`config.mk`:
```
export PLATFORM = sky130hd
export DESIGN_NAME = rv32_fetch_flat
export DESIGN_NICKNAME = d
export VERILOG_FILES = /design/src/rtl/rv32_fetch_if.sv /design/src/rtl/rv32_fetch.sv /design/src/flat_wrapper.sv
export SDC_FILE = /design/constraint.sdc
export NUM_CORES = 1
export LEC_CHECK = 0
export CAP_MARGIN = 20
export CORE_AREA = 5 5 113 168
export DETAILED_ROUTE_END_ITERATION = 7
export DIE_AREA = 0 0 118 173
export GPL_TIMING_DRIVEN = 0
export PLACE_DENSITY = 0.74
export RECOVER_POWER = 25
export SYNTH_ARGS = -nofsm -noshare
export SYNTH_HDL_FRONTEND = slang
export SYNTH_SLANG_ARGS = --single-unit
```
`constraint.sdc`:
```
create_clock -name clk -period 5.5 [get_ports clk]
set_input_delay 1.1 -clock clk [delete_from_list [all_inputs] [get_ports clk]]
set_output_delay 1.1 -clock clk [all_outputs]
set_load 0.01 [all_outputs]
```
`src/rtl/rv32_fetch_if.sv`:
```
// rtl/rv32_fetch_if.sv - instruction bus between the fetch stage and instruction memory
interface rv32_fetch_if;
   logic        instr_read_out;
   logic [31:0] instr_address_out;
   logic [31:0] instr_read_value_in;
   logic        instr_ready_in;
   logic        instr_fault_in;

   modport master (
      output instr_read_out,
      output instr_address_out,
      input  instr_read_value_in,
      input  instr_ready_in,
      input  instr_fault_in
   );

   modport slave (
      input  instr_read_out,
      input  instr_address_out,
      output instr_read_value_in,
      output instr_ready_in,
      output instr_fault_in
   );
endinterface

```
`src/rtl/rv32_fetch.sv`:
```
// rtl/rv32_fetch.sv - rv32 fetch stage: PC, static prediction, redirects, output register
module rv32_fetch #(
   parameter logic [31:0] RESET_VECTOR = 32'h0000_0000
) (
   input  logic         clk,
   input  logic         reset,
   input  logic         stall_in,
   input  logic         flush_in,
   input  logic         trap_in,
   input  logic [31:0]  trap_pc_in,
   input  logic         branch_mispredicted_in,
   input  logic [31:0]  branch_pc_in,
   rv32_fetch_if.master bus,
   output logic         valid_out,
   output logic         exception_out,
   output logic [3:0]   exception_cause_out,
   output logic         branch_predicted_taken_out,
   output logic [31:0]  pc_out,
   output logic [31:0]  instr_out
);
   localparam logic [31:0] NOP = 32'h0000_0013;

   typedef enum logic {S_RUN, S_HALT} state_t;

   state_t      r_state, w_state_nxt;
   logic [31:0] r_pc, w_pc_nxt;
   logic        r_valid, r_exc, r_pred;
   logic [3:0]  r_cause;
   logic [31:0] r_pc_out, r_instr;

   logic        w_valid, w_exc, w_pred;
   logic [3:0]  w_cause;
   logic [31:0] w_instr;
   logic        w_aligned, w_redirect;
   logic [31:0] w_redirect_pc, w_rdata, w_imm_b, w_imm_j, w_pred_pc;
   logic        w_is_bt, w_is_jal;

   assign w_aligned     = (r_pc[1:0] == 2'b00);
   assign w_redirect    = trap_in | branch_mispredicted_in;
   assign w_redirect_pc = trap_in ? trap_pc_in : branch_pc_in;
   assign w_rdata       = bus.instr_read_value_in;

   assign bus.instr_read_out    = (r_state == S_RUN) && w_aligned;
   assign bus.instr_address_out = r_pc;

   // Backward conditional branches (sign bit set) and every JAL are predicted taken.
   assign w_imm_b   = {{20{w_rdata[31]}}, w_rdata[7], w_rdata[30:25], w_rdata[11:8], 1'b0};
   assign w_imm_j   = {{12{w_rdata[31]}}, w_rdata[19:12], w_rdata[20], w_rdata[30:21], 1'b0};
   assign w_is_bt   = (w_rdata[6:0] == 7'b1100011) && w_rdata[31];
   assign w_is_jal  = (w_rdata[6:0] == 7'b1101111);
   assign w_pred_pc = w_is_jal ? r_pc + w_imm_j :
                      w_is_bt  ? r_pc + w_imm_b : r_pc + 32'd4;

   always_comb begin
      w_state_nxt = r_state;
      w_pc_nxt    = r_pc;
      w_valid     = 1'b0;
      w_exc       = 1'b0;
      w_cause     = 4'd0;
      w_pred      = 1'b0;
      w_instr     = NOP;
      if (w_redirect) begin
         w_pc_nxt    = w_redirect_pc;
         w_state_nxt = S_RUN;
      end else if (r_state == S_RUN) begin
         if (!w_aligned) begin
            if (!stall_in) begin
               w_exc       = 1'b1;
               w_state_nxt = S_HALT;
            end
         end else if (bus.instr_ready_in && !stall_in) begin
            if (bus.instr_fault_in) begin
               w_exc       = 1'b1;
               w_cause     = 4'd1;
               w_state_nxt = S_HALT;
            end else begin
               w_valid  = 1'b1;
               w_instr  = w_rdata;
               w_pred   = w_is_bt | w_is_jal;
               w_pc_nxt = w_pred_pc;
            end
         end
      end
      // A flush only replaces what is written to the output register.
      if (flush_in) begin
         w_valid = 1'b0;
         w_exc   = 1'b0;
         w_cause = 4'd0;
         w_pred  = 1'b0;
         w_instr = NOP;
      end
   end

   always_ff @(posedge clk) begin
      if (reset) begin
         r_pc     <= RESET_VECTOR;
         r_state  <= S_RUN;
         r_valid  <= 1'b0;
         r_exc    <= 1'b0;
         r_cause  <= 4'd0;
         r_pred   <= 1'b0;
         r_pc_out <= 32'd0;
         r_instr  <= NOP;
      end else begin
         r_pc    <= w_pc_nxt;
         r_state <= w_state_nxt;
         if (!stall_in) begin
            r_valid  <= w_valid;
            r_exc    <= w_exc;
            r_cause  <= w_cause;
            r_pred   <= w_pred;
            r_pc_out <= r_pc;
            r_instr  <= w_instr;
         end
      end
   end

   assign valid_out                  = r_valid;
   assign exception_out              = r_exc;
   assign exception_cause_out        = r_cause;
   assign branch_predicted_taken_out = r_pred;
   assign pc_out                     = r_pc_out;
   assign instr_out                  = r_instr;
endmodule

```
`src/flat_wrapper.sv`:
```
// flat-port wrapper written by rule: the top's interface ports become plain ports
module rv32_fetch_flat 
#(
   parameter logic [31:0] RESET_VECTOR = 32'h0000_0000
)
  (clk, reset, stall_in, flush_in, trap_in, trap_pc_in, branch_mispredicted_in, branch_pc_in, valid_out, exception_out, exception_cause_out, branch_predicted_taken_out, pc_out, instr_out, bus_instr_read_out, bus_instr_address_out, bus_instr_read_value_in, bus_instr_ready_in, bus_instr_fault_in);
  rv32_fetch_if bus_i ();
  input  logic clk;
  input  logic reset;
  input  logic stall_in;
  input  logic flush_in;
  input  logic trap_in;
  input  logic [31:0] trap_pc_in;
  input  logic branch_mispredicted_in;
  input  logic [31:0] branch_pc_in;
  output logic valid_out;
  output logic exception_out;
  output logic [3:0] exception_cause_out;
  output logic branch_predicted_taken_out;
  output logic [31:0] pc_out;
  output logic [31:0] instr_out;
  output wire logic [$bits(bus_i.instr_read_out)-1:0] bus_instr_read_out;
  output wire logic [$bits(bus_i.instr_address_out)-1:0] bus_instr_address_out;
  input wire logic [$bits(bus_i.instr_read_value_in)-1:0] bus_instr_read_value_in;
  input wire logic [$bits(bus_i.instr_ready_in)-1:0] bus_instr_ready_in;
  input wire logic [$bits(bus_i.instr_fault_in)-1:0] bus_instr_fault_in;
  assign bus_instr_read_out = bus_i.instr_read_out;
  assign bus_instr_address_out = bus_i.instr_address_out;
  assign bus_i.instr_read_value_in = bus_instr_read_value_in;
  assign bus_i.instr_ready_in = bus_instr_ready_in;
  assign bus_i.instr_fault_in = bus_instr_fault_in;
  rv32_fetch #(.RESET_VECTOR(RESET_VECTOR)) u_core (.clk(clk), .reset(reset), .stall_in(stall_in), .flush_in(flush_in), .trap_in(trap_in), .trap_pc_in(trap_pc_in), .branch_mispredicted_in(branch_mispredicted_in), .branch_pc_in(branch_pc_in), .bus(bus_i), .valid_out(valid_out), .exception_out(exception_out), .exception_cause_out(exception_cause_out), .branch_predicted_taken_out(branch_predicted_taken_out), .pc_out(pc_out), .instr_out(instr_out));
endmodule
```
==> results.cfg <==
[timing]
fin_skew_ps = 13.6
tightest_slew_ps = 1070
fmax_ghz = 0.220
rsz0062_at_grt = no
setup_viol = 0
relSlewSlack_pct = 28.6
final.period_utilization_pct = 82.8
maxSlewViolCount = 0
setup_tns_ps = 0
hold_viol_final = 0
fin_crit_ps = 4550

[die]
core_sq_um = 17300
dieArea_sq_um = 20400
fp-row-count = 59
die_h_microns = 173
initial_utilization_pct = 45.3
io-pin-count = 208
die_w_microns = 118

[clocking]
hold_buffers = 0
h-tree-depth = 3
cts_buffers = 9
clk_latency_ps = 370
clock_sinks = 101
cts_root_buffer = clkbuf_16
ctsResizeCount = 0
clk_pin_slew_worst_paths_ps = 80
cts_tree = built
cts.path.max_buffers = 2
postCtsSetupBuffers = 0

[cells_and_area]
drive_gt1_share_pct = 3.75
final_cell_mix = 155 x nor2_1, 152 x clkdlybuf4s50_1, 101 x dfxtp_1, 80 x a21oi_1, 76 x nand2_1
layout.nets = 1399
syn2layout_area_growth_pct = 33.3
diodes = 0
final.fill_count = 1634
final_core_util_pct = 60.4
final_common_cell = nor2_1

[synth]
synth_top_area_cell = dfxtp_1
async_flop_share_pct = 0
yosysWarnings = 0
synth_edf_count = 0
yosysSeqAreaShare_pct = 25.8
netlist_area_sq_um = 7830
netlist-cell-type-count = 82
ys_seq_elements = 101
postSynthCellCount = 1033
synthFlopType = dfxtp_1
synth_top_area_share_pct = 25.8
netlist_top_cells_area = dfxtp_1 26%, nor2_1 7.4%, ha_1 7.0%
syn_avg_cell_area_sq_um = 7.58

[worst_setup_path]
required_ps = 5750
worstSetupPathType = primary input to flip-flop
cp-start-kind = primary input
critPathCaptureType = flip-flop
path_max_fanout = 4
cp.arrival_ps = 4800

[global_routing]
grt_max_degree = 24
track_usage_pct = 31.7
grt_overflow_total = 0
grt_antenna_before_repair = 0
grt_first_pass_wirelength_mm = 51.1
grt_pass1_vias = 8897

[place]
numPortBuffers = 202
hpwl_mm = 27.0
place.gp.congestion = 1.01

[power]
powerDensity_nw_per_um2 = 212
vdd_drop_max_mv = 0.146
power.leakage_nw = 4.18

[route]
final_antenna_net_count = 0
routed_wl_mm = 34.1
dr.pass1.iters = 5
num_vias = 9155
first_iter_violations = 724
viasPerCell = 6.24
wl_per_cell_microns = 23.2
drc = 0

[min_path]
hp-class = flip-flop to flip-flop

[job]
drv_cap = 0

[status]
status = complete, no violations
## synth_stat cells, drive strengths merged (3+ instances only)
cell type and instances:
nor4 6, a21o 16, o221ai 6, a2111oi 3
clkbuf 44, nor3 34, o21bai 5, o211ai 15
nand3 30, and4 9, o311ai 4, a311oi 6
xnor2 21, nor2 156, a221oi 15, xor2 28
o22ai 17, a211o 3, o2111ai 3, or3 3
nor2b 14, nand2 76, nand4 11, o21a 11
ha 44, a31oi 12, o21ai 56, buf 22
inv 23, a211oi 22, o31ai 8, and2 4
a21oi 82, mux2i 40, dfxtp 101, a22oi 31
and3 9, nand2b 9
## cell families after synthesis
family	count (synthesis)	share of synthesized area [%]
AO/OA/AOI/OAI	337	29.6
multiplexers	40	5.12
flip-flops	101	25.8
adder cells (fa/ha/maj)	46	7.54
XOR/XNOR	49	5.48
AND/OR/NAND/NOR	370	21.8
other	1	0.0479
buffers and inverters	89	4.57
## per-layer routing
metal,GRT usage (%),up-vias,part of all wire (%)
met4,20.8,0,7.5
li1,-,4261,-
met2,57.6,412,51
met5,0,-,0
met1,33.6,4352,36
met3,4.61,130,5.3
## final cells by class
cell class              count  area, sq um  share of cell area (%)
multi-input cells         845         5460                    52.3
repair buffers            203         2050                    19.6
flip-flops and latches    101         2020                    19.4
clock inverters             6         53.8                   0.516
inverters                  23         86.3                   0.827
plain buffers              66          272                    2.60
clock buffers              10          229                    2.19
well taps                 213          267                    2.55
## path summary, 6_finish.rpt
check / slack, ps / depth (start not counted) / to / from
worst max-delay path: 950 / 13 / u_core.bus.instr_address_out[31] / bus_instr_read_value_in[8]
worst min-delay path: 470 / 2 / u_core.valid_out / u_core.valid_out
worst max register to register: 1580 / 12 / u_core.bus.instr_address_out[31] / u_core.bus.instr_address_out[1]
worst min register to register: 470 / 2 / u_core.valid_out / u_core.valid_out
## state kept, by name (all words and copies together) (netlist names)
| register | cells |
|---|---|
| u_core.valid_out | 1 |
| u_core.r_state | 1 |
| u_core.exception_cause_out | 1 |
| u_core.instr_out | 32 |
| u_core.bus.instr_address_out | 32 |
| u_core.pc_out | 32 |
| u_core.branch_predicted_taken_out | 1 |
| u_core.exception_out | 1 |
## worst max-delay path, stage by stage
cell             delay [ps]
clkdlybuf4s50_1         500
ha_1                    250
inv_1                    80
fa_1                    390
nand2b_1                180
a21oi_1                 410
o21ai_1                 230
o211ai_1                270
nand2_1                 170
o311ai_1                570
mux2i_1                 270
nor2_1                   80
a311o_1                 310
## power breakdown
group          switching (mW)  leakage, nW  internal (mW)
Sequential             0.0677        0.825          0.761
Combinational           0.416         3.22          0.320
Clock                   0.328        0.136          0.316
## stage by stage
stage,area (sq um),power [mW],worst slack [ps],hold WS [ps],instances
2_1_floorplan,7840,1.25,2020,490,1035
3_3_place_gp,10100,1.56,423,458,1450
3_5_place_dp,10100,1.57,382,455,1450
4_1_cts,10400,2.20,738,467,1466
5_1_grt,10400,2.30,801,487,1467
6_report,10400,2.21,948,470,1467
No activity file was read; power rests on OpenSTA's default activity.
